--- config.mk ---
export PLATFORM = sky130hd
export DESIGN_NAME = mdu_unit_flat
export DESIGN_NICKNAME = d
export VERILOG_FILES = /design/src/rtl/mdu_unit_pkg.sv /design/src/rtl/mdu_unit_if.sv /design/src/rtl/mdu_unit_div_iter.sv /design/src/rtl/mdu_unit.sv /design/src/flat_wrapper.sv
export SDC_FILE = /design/constraint.sdc
export NUM_CORES = 2
export LEC_CHECK = 0
export CORE_MARGIN = 10
export CORE_UTILIZATION = 50
export CTS_CLUSTER_SIZE = 24
export DETAILED_ROUTE_END_ITERATION = 16
export PLACE_DENSITY = 0.69
export SYNTH_ARGS = -nofsm -noshare
export SYNTH_HDL_FRONTEND = slang
export SYNTH_SLANG_ARGS = --single-unit
--- constraint.sdc ---
create_clock -name clk -period 8.1 [get_ports clk]
set_clock_uncertainty 0.15 [all_clocks]
set_input_delay 1.215 -clock clk [delete_from_list [all_inputs] [get_ports clk]]
set_output_delay 1.215 -clock clk [all_outputs]
set_load 0.05 [all_outputs]
--- src/rtl/mdu_unit_pkg.sv ---
// Shared defines: ALU op codes, M-extension funct3 codes and MDU FSM states.
package mdu_unit_pkg;

   typedef enum logic [3:0] {
      ALU_ADD  = 4'b0000,
      ALU_SUB  = 4'b1000,
      ALU_SLL  = 4'b0001,
      ALU_SLT  = 4'b0010,
      ALU_SLTU = 4'b0011,
      ALU_XOR  = 4'b0100,
      ALU_SRL  = 4'b0101,
      ALU_SRA  = 4'b1101,
      ALU_OR   = 4'b0110,
      ALU_AND  = 4'b0111
   } alu_op_e;

   typedef enum logic [2:0] {
      OP_MUL    = 3'b000,
      OP_MULH   = 3'b001,
      OP_MULHSU = 3'b010,
      OP_MULHU  = 3'b011,
      OP_DIV    = 3'b100,
      OP_DIVU   = 3'b101,
      OP_REM    = 3'b110,
      OP_REMU   = 3'b111
   } mdu_op_e;

   typedef enum logic [1:0] {
      ST_IDLE = 2'd0,
      ST_MUL  = 2'd1,
      ST_DIV  = 2'd2,
      ST_DONE = 2'd3
   } mdu_state_e;

   function automatic logic is_div(input mdu_op_e op);
      return op[2];
   endfunction

   function automatic logic is_signed_div(input mdu_op_e op);
      return (op == OP_DIV) || (op == OP_REM);
   endfunction

endpackage

--- src/rtl/mdu_unit_if.sv ---
// Issue/result handshake between reservation station, MDU and CDB.
interface mdu_unit_if #(
   parameter int XLEN = 32,
   parameter int RBW  = 4
);
   logic            ins_flag;
   logic [2:0]      op;
   logic [XLEN-1:0] val1;
   logic [XLEN-1:0] val2;
   logic [RBW-1:0]  ROB_idx;
   logic            busy;
   logic            val_flag;
   logic [RBW-1:0]  val_idx;
   logic [XLEN-1:0] val;
   logic            cdb_ack;

   modport slave (
      input  ins_flag, op, val1, val2, ROB_idx, cdb_ack,
      output busy, val_flag, val_idx, val
   );

   modport master (
      output ins_flag, op, val1, val2, ROB_idx, cdb_ack,
      input  busy, val_flag, val_idx, val
   );
endinterface

--- src/rtl/mdu_unit_div_iter.sv ---
// One restoring-division step: shift next dividend bit into the partial
// remainder, subtract the divisor if it fits, shift the quotient bit in.
module mdu_div_iter #(
   parameter int XLEN = 32
) (
   input  logic [XLEN-1:0] rem_in,
   input  logic [XLEN-1:0] quot_in,
   input  logic [XLEN-1:0] dvs,
   output logic [XLEN-1:0] rem_out,
   output logic [XLEN-1:0] quot_out
);
   logic [XLEN:0]   trial;
   logic [XLEN-1:0] diff;

   // Trial subtraction; remainder stays below the divisor so diff fits XLEN bits.
   always_comb begin
      trial = {rem_in, quot_in[XLEN-1]};
      diff  = trial[XLEN-1:0] - dvs;
      if (trial >= {1'b0, dvs}) begin
         rem_out  = diff;
         quot_out = {quot_in[XLEN-2:0], 1'b1};
      end else begin
         rem_out  = trial[XLEN-1:0];
         quot_out = {quot_in[XLEN-2:0], 1'b0};
      end
   end
endmodule

--- src/rtl/mdu_unit.sv ---
// RV32M multiply/divide unit: 2-cycle multiply, XLEN-step restoring divide,
// result held for the CDB until acknowledged.
module mdu_unit
   import mdu_unit_pkg::*;
#(
   parameter int XLEN          = 32,
   parameter int RBW           = 4,
   parameter bit SIGNED_MUL_EN = 1'b1
) (
   input  logic        clk,
   input  logic        rst,
   input  logic        rdy,
   input  logic        jp_wrong,
   mdu_unit_if.slave   bus
);
   localparam int CW = $clog2(XLEN);
   localparam logic [XLEN-1:0] MIN_NEG = {1'b1, {(XLEN-1){1'b0}}};

   mdu_state_e        state, state_nx;
   mdu_op_e           op_q, op_in;
   logic [XLEN-1:0]   a_q, b_q, rem_q, quot_q, dvs_q;
   logic [2*XLEN-1:0] prod_q, prod_nx;
   logic [RBW-1:0]    idx_q;
   logic [CW-1:0]     cnt_q;
   logic              neg_quot_q, neg_rem_q;

   logic              accept, sdiv_in, div_zero, div_ovf, last_iter;
   logic              a_sgn, b_sgn;
   logic [XLEN-1:0]   mag1, mag2, rem_nx, quot_nx, result;

   mdu_div_iter #(.XLEN(XLEN)) u_iter (
      .rem_in   (rem_q),
      .quot_in  (quot_q),
      .dvs      (dvs_q),
      .rem_out  (rem_nx),
      .quot_out (quot_nx)
   );

   // Decode of the incoming request and the divider's special cases.
   always_comb begin
      op_in     = mdu_op_e'(bus.op);
      accept    = rdy && !jp_wrong && bus.ins_flag && (state == ST_IDLE);
      sdiv_in   = is_signed_div(op_in);
      div_zero  = (bus.val2 == '0);
      div_ovf   = sdiv_in && (bus.val1 == MIN_NEG) && (bus.val2 == '1);
      mag1      = (sdiv_in && bus.val1[XLEN-1]) ? -bus.val1 : bus.val1;
      mag2      = (sdiv_in && bus.val2[XLEN-1]) ? -bus.val2 : bus.val2;
      last_iter = (cnt_q == CW'(XLEN-1));
   end

   // Full-width product; operand extension chosen by the latched op.
   always_comb begin
      a_sgn   = SIGNED_MUL_EN && ((op_q == OP_MULH) || (op_q == OP_MULHSU));
      b_sgn   = SIGNED_MUL_EN && (op_q == OP_MULH);
      prod_nx = {{XLEN{a_sgn & a_q[XLEN-1]}}, a_q} * {{XLEN{b_sgn & b_q[XLEN-1]}}, b_q};
   end

   // State register.
   always_ff @(posedge clk or negedge rst) begin
      if (!rst) state <= ST_IDLE;
      else      state <= state_nx;
   end

   // Next state; flush outranks accept and ack, rdy low freezes everything.
   always_comb begin
      state_nx = state;
      if (rdy) begin
         if (jp_wrong) begin
            state_nx = ST_IDLE;
         end else begin
            unique case (state)
               ST_IDLE: if (bus.ins_flag) begin
                  if (!is_div(op_in))         state_nx = ST_MUL;
                  else if (div_zero || div_ovf) state_nx = ST_DONE;
                  else                        state_nx = ST_DIV;
               end
               ST_MUL:  state_nx = ST_DONE;
               ST_DIV:  if (last_iter) state_nx = ST_DONE;
               ST_DONE: if (bus.cdb_ack) state_nx = ST_IDLE;
               default: state_nx = ST_IDLE;
            endcase
         end
      end
   end

   // Datapath: latch request on accept, then multiply or iterate the divider.
   // Divide runs on magnitudes; signs are applied on the final step.
   always_ff @(posedge clk or negedge rst) begin
      if (!rst) begin
         op_q       <= OP_MUL;
         a_q        <= '0;
         b_q        <= '0;
         idx_q      <= '0;
         cnt_q      <= '0;
         rem_q      <= '0;
         quot_q     <= '0;
         dvs_q      <= '0;
         prod_q     <= '0;
         neg_quot_q <= 1'b0;
         neg_rem_q  <= 1'b0;
      end else if (rdy) begin
         if (accept) begin
            op_q       <= op_in;
            a_q        <= bus.val1;
            b_q        <= bus.val2;
            idx_q      <= bus.ROB_idx;
            cnt_q      <= '0;
            dvs_q      <= mag2;
            neg_quot_q <= sdiv_in && (bus.val1[XLEN-1] ^ bus.val2[XLEN-1]);
            neg_rem_q  <= sdiv_in && bus.val1[XLEN-1];
            if (div_zero) begin
               quot_q <= '1;
               rem_q  <= bus.val1;
            end else if (div_ovf) begin
               quot_q <= bus.val1;
               rem_q  <= '0;
            end else begin
               quot_q <= mag1;
               rem_q  <= '0;
            end
         end else if (state == ST_MUL) begin
            prod_q <= prod_nx;
         end else if (state == ST_DIV) begin
            cnt_q <= cnt_q + CW'(1);
            if (last_iter) begin
               quot_q <= neg_quot_q ? -quot_nx : quot_nx;
               rem_q  <= neg_rem_q  ? -rem_nx  : rem_nx;
            end else begin
               quot_q <= quot_nx;
               rem_q  <= rem_nx;
            end
         end
      end
   end

   // Result select and CDB outputs, zero outside DONE.
   always_comb begin
      unique case (op_q)
         OP_MUL:                         result = prod_q[XLEN-1:0];
         OP_MULH, OP_MULHSU, OP_MULHU:   result = prod_q[2*XLEN-1:XLEN];
         OP_DIV, OP_DIVU:                result = quot_q;
         default:                        result = rem_q;
      endcase
      bus.busy     = (state != ST_IDLE);
      bus.val_flag = (state == ST_DONE);
      bus.val_idx  = (state == ST_DONE) ? idx_q  : '0;
      bus.val      = (state == ST_DONE) ? result : '0;
   end
endmodule

--- src/flat_wrapper.sv ---
// flat-port wrapper written by rule: the top's interface ports become plain ports
module mdu_unit_flat import mdu_unit_pkg::*;
#(
   parameter int XLEN          = 32,
   parameter int RBW           = 4,
   parameter bit SIGNED_MUL_EN = 1'b1
)
  (clk, rst, rdy, jp_wrong, bus_ins_flag, bus_op, bus_val1, bus_val2, bus_ROB_idx, bus_cdb_ack, bus_busy, bus_val_flag, bus_val_idx, bus_val);
  mdu_unit_if #(.XLEN(XLEN), .RBW(RBW)) bus_i ();
  input  logic clk;
  input  logic rst;
  input  logic rdy;
  input  logic jp_wrong;
  input wire logic [$bits(bus_i.ins_flag)-1:0] bus_ins_flag;
  input wire logic [$bits(bus_i.op)-1:0] bus_op;
  input wire logic [$bits(bus_i.val1)-1:0] bus_val1;
  input wire logic [$bits(bus_i.val2)-1:0] bus_val2;
  input wire logic [$bits(bus_i.ROB_idx)-1:0] bus_ROB_idx;
  input wire logic [$bits(bus_i.cdb_ack)-1:0] bus_cdb_ack;
  output wire logic [$bits(bus_i.busy)-1:0] bus_busy;
  output wire logic [$bits(bus_i.val_flag)-1:0] bus_val_flag;
  output wire logic [$bits(bus_i.val_idx)-1:0] bus_val_idx;
  output wire logic [$bits(bus_i.val)-1:0] bus_val;
  assign bus_i.ins_flag = bus_ins_flag;
  assign bus_i.op = bus_op;
  assign bus_i.val1 = bus_val1;
  assign bus_i.val2 = bus_val2;
  assign bus_i.ROB_idx = bus_ROB_idx;
  assign bus_i.cdb_ack = bus_cdb_ack;
  assign bus_busy = bus_i.busy;
  assign bus_val_flag = bus_i.val_flag;
  assign bus_val_idx = bus_i.val_idx;
  assign bus_val = bus_i.val;
  mdu_unit #(.XLEN(XLEN), .RBW(RBW), .SIGNED_MUL_EN(SIGNED_MUL_EN)) u_core (.clk(clk), .rst(rst), .rdy(rdy), .jp_wrong(jp_wrong), .bus(bus_i));
endmodule
# Yosys cells after proc, flatten, opt, wreduce, memory -nomap -nowiden
# Cells that the tools add are included.
dict set report totals {
  ff_bits 240
  latch_bits 0
  mem_bits_rw 0
  rom_bits 0
  input_bits 77
  output_inout_bits 38
  wordCells 94
  n_memories 0
}
dict set report op_classes {
  addsub 6
  mul 1
  n_div 0
  n_lt_le_gt_ge 1
  n_eq_ne 17
  n_shift 0
  n_mux 30
  bitwise_logic 4
  n_reduce_logical 23
}
# operator n
set ops {}
lappend ops {{32-bit two-way mux} 17}
lappend ops {{32-bit negator} 4}
lappend ops {{32-bit one-hot mux with 3 select lines} 1}
lappend ops {{32-bit equality test, second input constant} 2}
lappend ops {{33-bit by 33-bit multiplier with 64-bit output} 1}
lappend ops {{33-bit by 32-bit >= comparator with 1-bit output} 1}
lappend ops {{32-bit zero test} 1}
lappend ops {{32-bit subtractor} 1}
lappend ops {{5-bit two-way mux} 3}
lappend ops {{3-bit equality test, second input constant} 4}
lappend ops {{2-bit two-way mux} 5}
lappend ops {{1-bit logical AND} 8}
lappend ops {{2-bit one-hot mux with 4 select lines} 1}
lappend ops {{3-bit by 2-bit equality test with 1-bit output, second input constant} 2}
lappend ops {{3-bit != test, second input constant} 2}
lappend ops {{3-bit AND reduction} 2}
lappend ops {{5-bit by 1-bit adder with 5-bit output, second input constant} 1}
lappend ops {{5-bit equality test, second input constant} 1}
lappend ops {{2-bit equality test, second input constant} 2}
lappend ops {{4-bit two-way mux} 1}
lappend ops {{4-bit AND reduction} 1}
lappend ops {{2-bit nonzero test} 2}
lappend ops {{3-bit by 1-bit equality test with 1-bit output, second input constant} 1}
lappend ops {{3-bit zero test} 1}
lappend ops {{13 further kinds} 17}

# Depth between registers and ports, before layout
dict set report logic_depth {
  ltp_word 10
  depth_mapped 33
  mapped_depth_nobuf 30
}

# Cells and area by module
# From an unflattened synthesis, not the netlist that was laid out.
dict set report hier_totals {
  hier_cells 6213
  hier_area_um2 53881.7
}
# mod n_inst cells_each area_each_um2 seq_area_each_um2
set by_module_without_submodules {}
lappend by_module_without_submodules {mdu_unit 1 5859 51318.0 5980.7}
lappend by_module_without_submodules {mdu_div_iter 1 354 2563.7 0.0}

# Least setup slack after synthesis
# OpenSTA, ideal clock, no wires.
dict set report synth_path {
  kind {register to register}
  from {register u_core.op_q[0]}
  to {register u_core.prod_q[60]}
  setup_time_ns 0.131
  t_arrival_ns 8.570
  required_ns 7.819
  slack_ns -0.752
  stages_incl_launch_ff 29
  path_buffers 2
  synth_period_minus_slack_ns 8.852
  cell_sequence {dfrtp_1 > clkbuf_1 > xnor2_1 > nor3b_1 > clkbuf_1 > nand2_1 > inv_1 > fa_1 > inv_1 > fa_1 > fa_1 > inv_1 > fa_1 > inv_1 > fa_1 > fa_1 > fa_1 > fa_1 > inv_1 > ha_1 > and3_1 > nand2_1 > nor4_1 > nand2_1 > o2111ai_1 > a311oi_1 > o32a_1 > and3_1 > or3_1}
}
dict set report synth_between {
  elab_chain_len 4
  word_cells_on_any_way 6
  classes_between {mul: 1; eq/ne: 2; bitwise: 2; reduce/logical: 1}
}
# element line
set synth_rtl {}
lappend synth_rtl {{from (decl)} mdu_unit.sv:20} ;# mdu_op_e op_q, op_in;
lappend synth_rtl {{from (signal assigned)} mdu_unit.sv:103} ;# op_q <= op_in;
lappend synth_rtl {{3-bit by 1-bit equality test with 1-bit output / 3-bit by 2-bit equality test with 1-bit output (equally long branches)} {mdu_unit.sv:53, mdu_unit.sv:54}}
lappend synth_rtl {{1-bit logical OR} mdu_unit.sv:53} ;# a_sgn = SIGNED_MUL_EN && ((op_q == OP_MULH) || (op_q == OP_MULHSU));
lappend synth_rtl {{1-bit bitwise AND} mdu_unit.sv:55} ;# prod_nx = {{XLEN{a_sgn & a_q[XLEN-1]}}, a_q} * {{XLEN{b_sgn & b_q[XLEN-1]}}, b_q};
lappend synth_rtl {{33-bit by 33-bit multiplier with 64-bit output *} mdu_unit.sv:55}
lappend synth_rtl {{to (signal assigned)} mdu_unit.sv:122} ;# prod_q <= prod_nx;
lappend synth_rtl {{to (decl)} mdu_unit.sv:22} ;# logic [2*XLEN-1:0] prod_q, prod_nx;
# Mark *: on every way between the ends. The rest lies on a longest branch, timed or not.
# A chain may end at the register's enable or synchronous reset.

# Worst setup path in the final report
dict set report layout_path {
  from {register u_core.op_q[1]}
  to {register u_core.prod_q[62]}
}
# Same word-level chain as after synthesis.

==> impl_metrics.tcl <==
set metrics [dict create \
    post-route-min-period_ps 8310 \
    holdCritPathClass "reg -> reg" \
    antenna_left 0 \
    required_ps 8460 \
    path_max_fanout 12 \
    place_area_um2 59000 \
    ys.flop_type "dfrtp_1" \
    worst_slack_ps -206 \
    setup_viol 7 \
    async_reset_ff_frac 1.00 \
    clkSlewWorstSetupHoldPaths_ps 60 \
    run_status "complete, but fails checks" \
    nets 7821 \
    grt_pass1_wl_um 257000 \
    fin_crit_sh 1.03 \
    slew_headroom 0.149 \
    routabilityCongestion 0.983 \
    antenna_found_initial 4 \
    row_count 120 \
    ys_ff_latch 239 \
    yosysWarnings 0 \
    max_stage_delay_ps 640 \
    cp_common_cell "fa_1" \
    synth_common_cells "inv_1, fa_1, nand2_1, and2_1, clkbuf_1" \
    fillerInstances 9423 \
    worstSetupPathType "reg -> reg" \
    grt_max_degree 141 \
    overflow 0 \
    finalInstanceArea_um2 61100 \
    drv_cap 0 \
    tightest_slew_ps 1270 \
    die-area_um2 121000 \
    cts_tree "built" \
    drt_iter0_drc 3484 \
    cts.sinks 239 \
    drive_above_1_share 0.0962 \
    hold_viol 0 \
    clockRootBuffer "clkbuf_16" \
    cts_max_level 1 \
    regToRegSetupSlack_ps -210 \
    min_from "u_core.idx_q[1]" \
    cp-start-kind "flop" \
    synth_area_leader_cell "fa_1" \
    start_util 0.504 \
    synth-edff-count 0 \
    dr_total_vias 43774 \
    holdPathStages 2 \
    slowest_stage "fa_2" \
    endpoint_kind "flop" \
    ff2ff_path_depth 28 \
    max_freq_mhz 120 \
    numCtsBuffers 30 \
    first_pass_iters 6 \
    r2r_start "u_core.op_q[1]" \
    synth_area_leaders "fa_1, dfrtp_1, inv_1" \
    dp_hpwl_um 132000 \
    hold_path_end "u_core.idx_q[1]" \
    r2r_end "u_core.prod_q[62]" \
    io_pins 115 \
    violations "setup timing" \
    critical_path_buf_inv_count 7 \
    grt_setup_unrepaired "yes" \
    syn-instance-count 6200 \
    core_um2 107000 \
    synth_area_um2 54000 \
    synth_cell_types 90 \
    drc 0 \
    die_x_um 349 \
    area_growth_pct 13.2 \
    syn_area_per_cell_um2 8.70 \
    drt_wl_total_um 162000 \
    yosysTopAreaCellShare 0.418 \
    clk_latency_ps 580 \
    die_h_um 349 \
    grtUsageTotal 0.266 \
    path_delay_family "adder cells" \
    vias_per_cell 5.62 \
    final_max_slew_viol_count 0 \
    io_buffer_count 114 \
    yosysMostFrequentCell "inv_1" \
    yosysSeqAreaShare 0.111 \
    syn_nets 7658 \
    crit_arrival_ps 8670 \
    cts_buffer_depth 3 \
    wl_per_cell_um 20.7 \
    grt_pass1_vias 45899 \
]
==> layer usage <==
metal | vias to the layer above | GRT usage | routed length [um]
met4 | 0 | 0.109 | 7640
met1 | 22296 | 0.354 | 65100
met5 | - | 0 | 0
li1 | 19305 | - | -
met2 | 1798 | 0.434 | 76700
met3 | 375 | 0.0388 | 12200
==> repair_timing <==
item | 4_1_cts | 5_1_grt
hold buffers | 0 | 0
gates resized for setup | 37 | 146
pin swaps | 9 | 71
gates cloned | 0 | 4
setup buffers | 1 | 27
endpoints found under the setup margin | 13 | 27
==> registers in the layout, summed over array words and instances (netlist names) <==
register and count:
u_core.prod_q 64, u_core.a_q 32, u_core.dvs_q 32, u_core.quot_q 32
u_core.rem_q 32, u_core.b_q 31, u_core.cnt_q 5, u_core.idx_q 4
u_core.op_q 3, u_core.state 2, u_core.neg_quot_q 1, u_core.neg_rem_q 1
==> logic make-up after synthesis <==
| family | count (synthesis) | share of synthesized area |
|---|---|---|
| buf+inv | 1564 | 0.109 |
| fa+ha+maj | 1381 | 0.477 |
| simple gates | 1987 | 0.170 |
| mux | 32 | 0.00612 |
| compound gates | 787 | 0.0928 |
| flops | 239 | 0.111 |
| xor+xnor | 210 | 0.0341 |
==> area by class of cell <==
class                      count  area, um2  share of cell area
clock buffer                  39        866              0.0142
clock inverter                13        159             0.00260
multi-input combinational   4397      42800               0.700
tap                         1403       1760              0.0287
timing repair buffer         483       4940              0.0809
sequential                   239       6000              0.0983
antenna                        6       15.0            0.000246
inverter                    1212       4560              0.0746
==> how the worst max path moves through the flow <==
| stage | start | endpoint | slack (ps) | cells past startpoint |
|---|---|---|---|---|
| 2_1_floorplan | u_core.op_q[0] | u_core.prod_q[60] | -160 | 28 |
| 3_3_place_gp | u_core.op_q[1] | u_core.prod_q[60] | -210 | 28 |
| 3_5_place_dp | u_core.op_q[1] | u_core.prod_q[60] | -370 | 28 |
| 4_1_cts | u_core.op_q[1] | u_core.prod_q[62] | -190 | 28 |
| 5_1_grt | u_core.op_q[1] | u_core.prod_q[58] | -510 | 30 |
| 6_report | u_core.op_q[1] | u_core.prod_q[62] | -210 | 28 |
==> metrics by stage <==
stage	cells	setup TNS [ps]	setup slack (ps)	util	hold WS (ps)
5_1_grt	7787	-3990	-515	0.571	351
4_1_cts	7755	-853	-193	0.562	320
3_5_place_dp	7702	-2290	-365	0.551	305
2_1_floorplan	6200	-331	-158	-	288
6_report	7792	-883	-206	0.571	319
3_3_place_gp	7702	-884	-208	0.551	300
==> worst register-to-register path: cells and delay by family (launching register included) <==
family,cells,cell delay (ps)
compound gates,3,710
buf+inv,7,880
simple gates,8,1500
xor+xnor,1,160
flops,1,440
fa+ha+maj,9,4420
==> cell usage in the layout, fill, tap and decap left out, drive strengths merged, types with 113 or more instances in the layout <==
| master | synthesis | final |
|---|---|---|
| ha | 255 | 255 |
| nand2 | 1118 | 1118 |
| nor2 | 180 | 180 |
| inv | 1210 | 1209 |
| a21oi | 190 | 190 |
| and2 | 395 | 395 |
| clkdlybuf4s50 | 0 | 113 |
| o21ai | 230 | 230 |
| dfrtp | 239 | 239 |
| fa | 1126 | 1126 |
| buf | 24 | 366 |
| xnor2 | 136 | 136 |
Power is left out: the tool's default activity adds up to more than one toggle a clock period on the data nets, which glitch-free logic cannot reach.
